**src/rtl/jleightcap_io_bridge_if.sv**
```systemverilog
// Pad-side and core-side signal bundle for the TinyTapeout pin bridge.
// The bridge connects through the slave modport; the pads and core use the master modport.
interface jleightcap_io_bridge_if #(
    parameter int unsigned PIN_W   = 6,
    parameter int unsigned INSTR_W = 10,
    parameter int unsigned OUT_W   = 8,
    parameter int unsigned RES_W   = 14
);
    logic [PIN_W-1:0]   pin_in;
    logic [OUT_W-1:0]   pin_out;
    logic [INSTR_W-1:0] core_instr;
    logic               core_valid;
    logic               core_ready;
    logic [RES_W-1:0]   core_result;
    logic               core_result_valid;
    logic               core_result_ready;
    logic               instr_overrun;

    modport master (
        output pin_in, core_ready, core_result, core_result_valid,
        input  pin_out, core_instr, core_valid, core_result_ready, instr_overrun
    );

    modport slave (
        input  pin_in, core_ready, core_result, core_result_valid,
        output pin_out, core_instr, core_valid, core_result_ready, instr_overrun
    );
endinterface

```
**src/rtl/jleightcap_io_bridge.sv**
```systemverilog
// Pin bridge: assembles SOP-framed multi-beat instructions from the pads and
// serialises wide core results onto the output pads as tagged pages.
module jleightcap_io_bridge #(
    parameter int unsigned PIN_W   = 6,
    parameter int unsigned INSTR_W = 10,
    parameter int unsigned OUT_W   = 8,
    parameter int unsigned RES_W   = 14
) (
    input logic                  clk,
    input logic                  rst,
    jleightcap_io_bridge_if.slave bus
);
    localparam int unsigned PAY_W = PIN_W - 1;
    localparam int unsigned BEATS = (INSTR_W + PAY_W - 1) / PAY_W;
    localparam int unsigned ASM_W = BEATS * PAY_W;
    localparam int unsigned CNT_W = $clog2(BEATS + 1);
    localparam int unsigned DAT_W = OUT_W - 1;
    localparam int unsigned PAGES = (RES_W + DAT_W - 1) / DAT_W;
    localparam int unsigned SER_W = PAGES * DAT_W;
    localparam int unsigned PG_W  = $clog2(PAGES + 1);

    typedef enum logic {F_IDLE, F_COLLECT} frame_state_t;
    typedef enum logic {S_IDLE, S_SHIFT}   ser_state_t;

    // ---------------- framer ----------------
    frame_state_t       f_state, f_next;
    logic [CNT_W-1:0]   cnt_q, cnt_d;
    logic [ASM_W-1:0]   asm_q, asm_d;
    logic               frame_done;
    logic               sop;
    logic [PAY_W-1:0]   payload;
    logic [INSTR_W-1:0] instr_q;
    logic               valid_q;
    logic               overrun_q;

    assign sop     = bus.pin_in[PIN_W-1];
    assign payload = bus.pin_in[PAY_W-1:0];

    always_ff @(posedge clk or negedge rst) begin
        if (!rst) f_state <= F_IDLE;
        else      f_state <= f_next;
    end

    always_comb begin
        f_next = f_state;
        case (f_state)
            F_IDLE:    if (sop && (BEATS > 1)) f_next = F_COLLECT;
            F_COLLECT: if (cnt_q == CNT_W'(BEATS - 1)) f_next = F_IDLE;
            default:   f_next = F_IDLE;
        endcase
    end

    // Payloads shift in from the LS end so beat 1 ends up most significant.
    always_comb begin
        cnt_d      = cnt_q;
        asm_d      = asm_q;
        frame_done = 1'b0;
        case (f_state)
            F_IDLE: begin
                if (sop) begin
                    asm_d      = ASM_W'(payload);
                    cnt_d      = CNT_W'(1);
                    frame_done = (BEATS == 1);
                end
            end
            F_COLLECT: begin
                asm_d      = (asm_q << PAY_W) | ASM_W'(payload);
                cnt_d      = cnt_q + 1'b1;
                frame_done = (cnt_q == CNT_W'(BEATS - 1));
            end
            default: ;
        endcase
    end

    always_ff @(posedge clk or negedge rst) begin
        if (!rst) begin
            cnt_q     <= '0;
            asm_q     <= '0;
            instr_q   <= '0;
            valid_q   <= 1'b0;
            overrun_q <= 1'b0;
        end else begin
            cnt_q <= cnt_d;
            asm_q <= asm_d;
            if (frame_done) begin
                if (!valid_q || bus.core_ready) begin
                    instr_q <= asm_d[INSTR_W-1:0];
                    valid_q <= 1'b1;
                end else begin
                    overrun_q <= 1'b1;
                end
            end else if (bus.core_ready) begin
                valid_q <= 1'b0;
            end
        end
    end

    assign bus.core_instr    = instr_q;
    assign bus.core_valid    = valid_q;
    assign bus.instr_overrun = overrun_q;

    // ---------------- serialiser ----------------
    ser_state_t         s_state, s_next;
    logic [PG_W-1:0]    page_q, page_d;
    logic [SER_W-1:0]   shreg_q, shreg_d;
    logic [SER_W-1:0]   word;
    logic [OUT_W-1:0]   pin_q, pin_d;
    logic               last_page;
    logic               res_ready;
    logic               accept;

    always_ff @(posedge clk or negedge rst) begin
        if (!rst) s_state <= S_IDLE;
        else      s_state <= s_next;
    end

    always_comb begin
        s_next = s_state;
        case (s_state)
            S_IDLE:  if (accept) s_next = S_SHIFT;
            S_SHIFT: if (last_page && !accept) s_next = S_IDLE;
            default: s_next = S_IDLE;
        endcase
    end

    // page_q is the index of the page currently on pin_out; the shift
    // register holds only the pages still to be shown.
    always_comb begin
        last_page = (s_state == S_SHIFT) && (page_q == PG_W'(PAGES - 1));
        res_ready = (s_state == S_IDLE) || last_page;
        accept    = res_ready && bus.core_result_valid;
        word      = SER_W'(bus.core_result);
        page_d    = page_q;
        shreg_d   = shreg_q;
        pin_d     = pin_q;
        if (accept) begin
            page_d  = '0;
            shreg_d = word << DAT_W;
            pin_d   = {1'b1, word[SER_W-1 -: DAT_W]};
        end else if (last_page) begin
            pin_d   = '0;
        end else if (s_state == S_SHIFT) begin
            page_d  = page_q + 1'b1;
            shreg_d = shreg_q << DAT_W;
            pin_d   = {1'b0, shreg_q[SER_W-1 -: DAT_W]};
        end
    end

    always_ff @(posedge clk or negedge rst) begin
        if (!rst) begin
            page_q  <= '0;
            shreg_q <= '0;
            pin_q   <= '0;
        end else begin
            page_q  <= page_d;
            shreg_q <= shreg_d;
            pin_q   <= pin_d;
        end
    end

    assign bus.pin_out           = pin_q;
    assign bus.core_result_ready = res_ready;
endmodule

```
**src/flat_wrapper.sv**
```systemverilog
// flat-port wrapper written by rule: the top's interface ports become plain ports
module jleightcap_io_bridge_flat 
#(
    parameter int unsigned PIN_W   = 6,
    parameter int unsigned INSTR_W = 10,
    parameter int unsigned OUT_W   = 8,
    parameter int unsigned RES_W   = 14
)
  (clk, rst, bus_pin_in, bus_core_ready, bus_core_result, bus_core_result_valid, bus_pin_out, bus_core_instr, bus_core_valid, bus_core_result_ready, bus_instr_overrun);
  jleightcap_io_bridge_if #(.PIN_W(PIN_W), .INSTR_W(INSTR_W), .OUT_W(OUT_W), .RES_W(RES_W)) bus_i ();
  input logic clk;
  input logic rst;
  input wire logic [$bits(bus_i.pin_in)-1:0] bus_pin_in;
  input wire logic [$bits(bus_i.core_ready)-1:0] bus_core_ready;
  input wire logic [$bits(bus_i.core_result)-1:0] bus_core_result;
  input wire logic [$bits(bus_i.core_result_valid)-1:0] bus_core_result_valid;
  output wire logic [$bits(bus_i.pin_out)-1:0] bus_pin_out;
  output wire logic [$bits(bus_i.core_instr)-1:0] bus_core_instr;
  output wire logic [$bits(bus_i.core_valid)-1:0] bus_core_valid;
  output wire logic [$bits(bus_i.core_result_ready)-1:0] bus_core_result_ready;
  output wire logic [$bits(bus_i.instr_overrun)-1:0] bus_instr_overrun;
  assign bus_i.pin_in = bus_pin_in;
  assign bus_i.core_ready = bus_core_ready;
  assign bus_i.core_result = bus_core_result;
  assign bus_i.core_result_valid = bus_core_result_valid;
  assign bus_pin_out = bus_i.pin_out;
  assign bus_core_instr = bus_i.core_instr;
  assign bus_core_valid = bus_i.core_valid;
  assign bus_core_result_ready = bus_i.core_result_ready;
  assign bus_instr_overrun = bus_i.instr_overrun;
  jleightcap_io_bridge #(.PIN_W(PIN_W), .INSTR_W(INSTR_W), .OUT_W(OUT_W), .RES_W(RES_W)) u_core (.clk(clk), .rst(rst), .bus(bus_i));
endmodule
```
**config.mk**
```make
export PLATFORM = sky130hd
export DESIGN_NAME = jleightcap_io_bridge_flat
export DESIGN_NICKNAME = d
export VERILOG_FILES = /design/src/rtl/jleightcap_io_bridge_if.sv /design/src/rtl/jleightcap_io_bridge.sv /design/src/flat_wrapper.sv
export SDC_FILE = /design/constraint.sdc
export NUM_CORES = 1
export LEC_CHECK = 0
export ABC_AREA = 1
export CAP_MARGIN = 20
export CORE_AREA = 2 2 69 71
export CTS_CLUSTER_DIAMETER = 100
export DETAILED_ROUTE_END_ITERATION = 10
export DIE_AREA = 0 0 71 73
export GPL_TIMING_DRIVEN = 0
export PLACE_DENSITY_LB_ADDON = 0.08
export SLEW_MARGIN = 20
export SYNTH_ARGS = -nofsm -noshare
export SYNTH_HDL_FRONTEND = slang
export SYNTH_SLANG_ARGS = --single-unit
```
**constraint.sdc**
```tcl
create_clock -name clk -period 1.1 [get_ports clk]
set_input_delay 0.165 -clock clk [delete_from_list [all_inputs] [get_ports clk]]
set_output_delay 0.165 -clock clk [all_outputs]
set_load 0.02 [all_outputs]
```
After elaboration in Yosys (flattened, before gate mapping)
Cells that the tools add are included. W data, S select, Z words.

Register bits after elaboration: 50. Bits in latches: 0. Memory bits (writable): 0. ROM bits: 0. Bits of input ports: 24. Output and inout port bits: 21. Word-level logic and storage cells: 58. Memories: 0.

$add $sub $neg: 2. Multiply operators: 0. Divide/modulo/power cells: 0. Order comparisons: 0. Equal/unequal tests: 5. Shifts and indexed selects: 0. Muxes and demuxes: 23. Bitwise gates (word level): 4. Reductions and logical operators: 14.

Operator list (number): $mux W14 (3); $mux W8 (3); $pmux W10 S2 (1); $mux W10 (1); $or A10 B5 Y10 (1); $mux W2 (4); $reduce_and A2 Y1 (4); $mux W1 (7); $ne A2 B2 Y1 const B (3); $pmux W1 S2 (3); $add A2 B1 Y2 const B (2); $eq A2 B1 Y1 const B (2); $pmux W2 S2 (1); $reduce_bool A2 Y1 (2); $logic_and A1 B1 Y1 (3); $not A1 Y1 (3); $reduce_bool A3 Y1 (1); $logic_not A1 Y1 (2); $logic_or A1 B1 Y1 (2).

Longest topological paths before layout
Depth after elaboration: 8. Mapped depth: 7. Depth with buffers taken out: 7.

Worst setup path before layout
OpenSTA, ideal clock, no wires.

Path type: register to register. Start point: reg u_core.page_q[0]. End point: reg u_core.pin_q[7], in the netlist u_core.bus.pin_out[7]. Library setup time: 121 ps. Data arrival time: 1072 ps. Required time: 979 ps. Path slack: -93 ps. Cell stages (with the launch flop): 6. Path buffers: 1. Period minus slack after synthesis: 1193 ps. Path through: dfrtp_1 -> ha_1 -> inv_2 -> nand2_4 -> buf_6 -> a22o_1.

Longest elaborated chain between the ends: 5. Elaborated cells on any way between the ends: 7. Classes of those cells: 1 x eq/ne; 2 x mux; 4 x reduce/logical.

Ends and longest elaborated chain: from (decl) (RTL line jleightcap_io_bridge.sv:104) `logic [PG_W-1:0] page_q, page_d;`; from (signal assigned) (RTL line jleightcap_io_bridge.sv:155) `page_q <= page_d;`; $eq A2 B1 Y1 (*) (RTL line jleightcap_io_bridge.sv:129) `last_page = (s_state == S_SHIFT) && (page_q == PG_W'(PAGES - 1));`; $logic_and A1 B1 Y1 (*) (RTL line jleightcap_io_bridge.sv:129); $logic_or A1 B1 Y1 (RTL line jleightcap_io_bridge.sv:130) `res_ready = (s_state == S_IDLE) || last_page;`; $logic_and A1 B1 Y1 (RTL line jleightcap_io_bridge.sv:131) `accept = res_ready && bus.core_result_valid;`; $reduce_bool A3 Y1 (no line) or $mux W8 (tied branches); to (signal assigned) (RTL line jleightcap_io_bridge.sv:157) `pin_q <= pin_d;`; to (decl) (RTL line jleightcap_io_bridge.sv:107) `logic [OUT_W-1:0] pin_q, pin_d;`.

Every way passes the cells marked *; elsewhere a longest branch is shown, timed or not. A chain may end at the register's enable or synchronous reset.

Final worst setup path
Start point: reg u_core.page_q[0]. End point: out bus_core_result_ready.

Longest elaborated chain between the ends: 3.

Ends and longest elaborated chain: $eq A2 B1 Y1 (RTL line jleightcap_io_bridge.sv:129); $logic_and A1 B1 Y1 (RTL line jleightcap_io_bridge.sv:129); $logic_or A1 B1 Y1 (RTL line jleightcap_io_bridge.sv:130); to (decl) (RTL line flat_wrapper.sv:20) `output wire logic [$bits(bus_i.core_result_ready)-1:0] bus_core_result_ready;`.

Every way passes these cells.

==> flow_summary.yaml <==
synthesis:
  synth_area_um2: 1910
  synth-edff-count: 0
  syn_inst: 205
  ys_ff_latch: 43
  ys_async_sr_fraction_pct: 100
  synthesis.nets: 231
  avgSynthCellArea_um2: 9.33
  ys_seq_area_share_pct: 56.3
  ys.flop_type: "dfrtp_1"
  synth-warning-count: 0
  synth_cell_types: 21
setup_path:
  crit_type: "register to output pin"
  slowest_stage: "dfrtp_1"
  r2r-end: "u_core.bus.pin_out[7]"
  cp-start-kind: "register"
  r2r_slack_ns: -0.27
  max_stage_delay_ns: 0.41
  arrival_ns: 1.23
  crit_path_frequent_cell: "buf_6"
  crit_path_end_kind: "output pin"
  crit_chain: "ha_4 -> inv_4 -> nand2_8 -> buf_6 -> buf_6"
  regToRegStartpoint: "u_core.page_q[0]"
  required_ns: 0.94
  crit_fanout: 2
  reg2reg_depth: 7
timing:
  fin_crit_ns: 1.40
  slew_viol_final: 0
  clock.fmax_mhz: 716
  tightest_slew_ns: 0.356
  finalSetupTns_ns: -3.89
  relSlewSlack_pct: 76.3
  hold_viol_final: 0
  layout_setup_ws_ns: -0.296
  fin_worst_skew_ns: 0.00776
  setup_viol: 29
  grt_setup_unrepaired: "true"
  finalCritPeriodShare_pct: 127
grt:
  grt.met2_usage_pct: 29.1
  use_met3_pct: 5.52
  grt_pass1_vias: 1589
  track_usage_pct: 17.7
  gr-usage-met1_pct: 23.4
  grt_max_degree: 31
  gr-total-overflow: 0
  antenna_found_initial: 0
  top_usage_layer: "met2"
  grt_pass1_wl_um: 7150
power:
  combPwrFrac_pct: 51.3
  p_switching_uw: 3110
  p_int_uw: 4630
  clock_power_share_pct: 15.7
  p_leak_uw: 0.00141
  power_density_nw_per_um2: 2820
  irDropWorstVdd_uv: 1360
  swShare_pct: 40.1
  share_seq_of_total_power_pct: 32.9
  finalPower_uw: 7740
route:
  routed_wl_um: 4270
  routedWlPerCell_um: 13.1
  drtAntennaViolNets: 0
  viasPerCell: 4.76
  route.detailed.drc: 0
  drt_first_iter_violations: 61
  drtPass1Iterations: 4
  vias: 1546
floorplan:
  design.core.area_um2: 4540
  initial_core_util_pct: 42.2
  num_io_pins: 45
  dieArea_um2: 5180
  die_h_um: 73
  die_w_um: 71
  num_rows: 25
place:
  port_buffers: 43
  gp_congestion: 0.781
  pre_cts_ws_ns: -0.617
  dp.final_hpwl_um: 2750
  dpl-instance-area_um2: 2430
hold_path:
  min_path_type: "input pin to register"
  worstHoldEndpoint: "u_core.bus.pin_out[6]"
  hold_start: "bus_core_result_valid"
  whs_path_depth: 3
cts:
  cts_inserted_buffers: 5
  clk_pin_slew_ns: 0.08
  cts_root_buf: "clkbuf_8"
  cts_tree: "built"
  h-tree-depth: 2
  cts.path.max_buffers: 2
  clkSinkCount: 43
  insertion_delay_ns: 0.29
layout:
  final_area_um2: 2740
  drive_above_1_share_pct: 38.0
  nets: 296
  syn_to_final_growth_pct: 43.5
  diodes: 0
  post-route-util_pct: 60.5
outcome:
  status: "complete, but fails checks"
  violations: "negative setup slack"
run:
  maxCapViolations: 0
==> layout by cell type, fill, tap and decap left out, types with 2 or more instances in the layout <==
cell type / netlist / final
nand2_2: 8 / 12
inv_2: 2 / 2
nor2_1: 9 / 9
inv_4: 1 / 3
nand2_4: 3 / 4
nand3_4: 0 / 2
inv_1: 14 / 12
dfrtp_1: 43 / 43
buf_6: 8 / 13
a21oi_2: 3 / 7
nand3_2: 0 / 13
buf_4: 0 / 8
ha_4: 0 / 2
clkdlybuf4s50_1: 0 / 21
nand2_1: 69 / 63
clkbuf_8: 0 / 5
nand3_1: 29 / 14
buf_2: 1 / 22
==> sequential cells by signal, indices dropped and copies added, names as in the netlist <==
name and count:
u_core.f_state 1, u_core.bus.pin_out 8, u_core.bus.core_valid 1, u_core.s_state 1, u_core.shreg_q 7, u_core.cnt_q 2
u_core.asm_q 10, u_core.bus.instr_overrun 1, u_core.page_q 2, u_core.bus.core_instr 10
==> cell usage after synthesis, types with 3 or more instances <==
| library cell | number | share of area (%) |
|---|---|---|
| a21oi_1 | 4 | 1.0 |
| a21oi_2 | 3 | 1.4 |
| buf_6 | 8 | 4.7 |
| dfrtp_1 | 43 | 56 |
| inv_1 | 14 | 2.7 |
| nand2_1 | 69 | 14 |
| nand2_2 | 8 | 2.6 |
| nand2_4 | 3 | 1.8 |
| nand3_1 | 29 | 7.6 |
| nor2_1 | 9 | 1.8 |
==> critical path, delay by kind of cell (launching register included) <==
kind,cells,cell delay (ns)
AND/OR/NAND/NOR,1,0.05
flip-flops,1,0.41
buffers and inverters,3,0.30
adder cells (fa/ha/maj),1,0.17
==> per-stage QoR <==
| stage | hold WS, ns | cells |
|---|---|---|
| global placement | 0.450 | 302 |
| CTS | 0.140 | 323 |
| global route | 0.152 | 325 |
| detailed placement | 0.0977 | 303 |
| finish | 0.165 | 325 |
| floorplan | -0.131 | 205 |
==> per-layer routing <==
| layer | wire length (um) | vias up |
|---|---|---|
| met1 | 1910 | 730 |
| met3 | 226 | 2 |
| met4 | 17 | 0 |
| met5 | 0 | - |
| met2 | 2110 | 44 |
| li1 | - | 770 |
==> kinds of logic after synthesis <==
| group | after synthesis | share of synthesized area [%] |
|---|---|---|
| simple gates | 120 | 28.9 |
| buf+inv | 27 | 9.03 |
| fa+ha+maj | 2 | 1.31 |
| compound gates | 13 | 4.45 |
| flops | 43 | 56.3 |
==> worst max path at each step <==
stage / startpoint / endpoint / cells after the start
after floorplan: u_core.page_q[0] / u_core.bus.pin_out[7] / 5
after global placement: rst / u_core.bus.core_instr[3] / 1
after detailed placement: u_core.page_q[1] / bus_core_result_ready / 6
after CTS: u_core.page_q[0] / bus_core_result_ready / 5
after global routing: u_core.page_q[0] / bus_core_result_ready / 5
final: u_core.page_q[0] / bus_core_result_ready / 5
==> final cells by class <==
cell class | count | area [um2]
Buffer | 9 | 95.1
Clock buffer | 5 | 68.8
Clock inverter | 3 | 43.8
Fill cell | 400 | 1790
Inverter | 18 | 82.6
Multi-Input combinational cell | 135 | 833
Sequential cell | 43 | 1080
Tap cell | 54 | 67.6
Timing Repair Buffer | 58 | 477
==> timing repair <==
| action | 4_1_cts | 5_1_grt |
|---|---|---|
| buffers inserted | 9 | 3 |
| hold buffers | 1 | 0 |
| pin swaps | 15 | 13 |
| cloned | 2 | 0 |
| setup endpoints to repair | 48 | 32 |
| gates resized for setup | 123 | 10 |
| endpoints found under the hold margin | 13 | 0 |
==> power by group through the flow <==
stage / registers, uW / clock network (uW) / logic (uW)
after floorplan: 2960 / 0 / 1710
after global routing: 2620 / 1330 / 4340
after detailed placement: 2580 / 0 / 3350
after global placement: 2560 / 0 / 3320
after CTS: 2560 / 1250 / 3910
final: 2550 / 1220 / 3970
(Power assumes the default switching activity.)
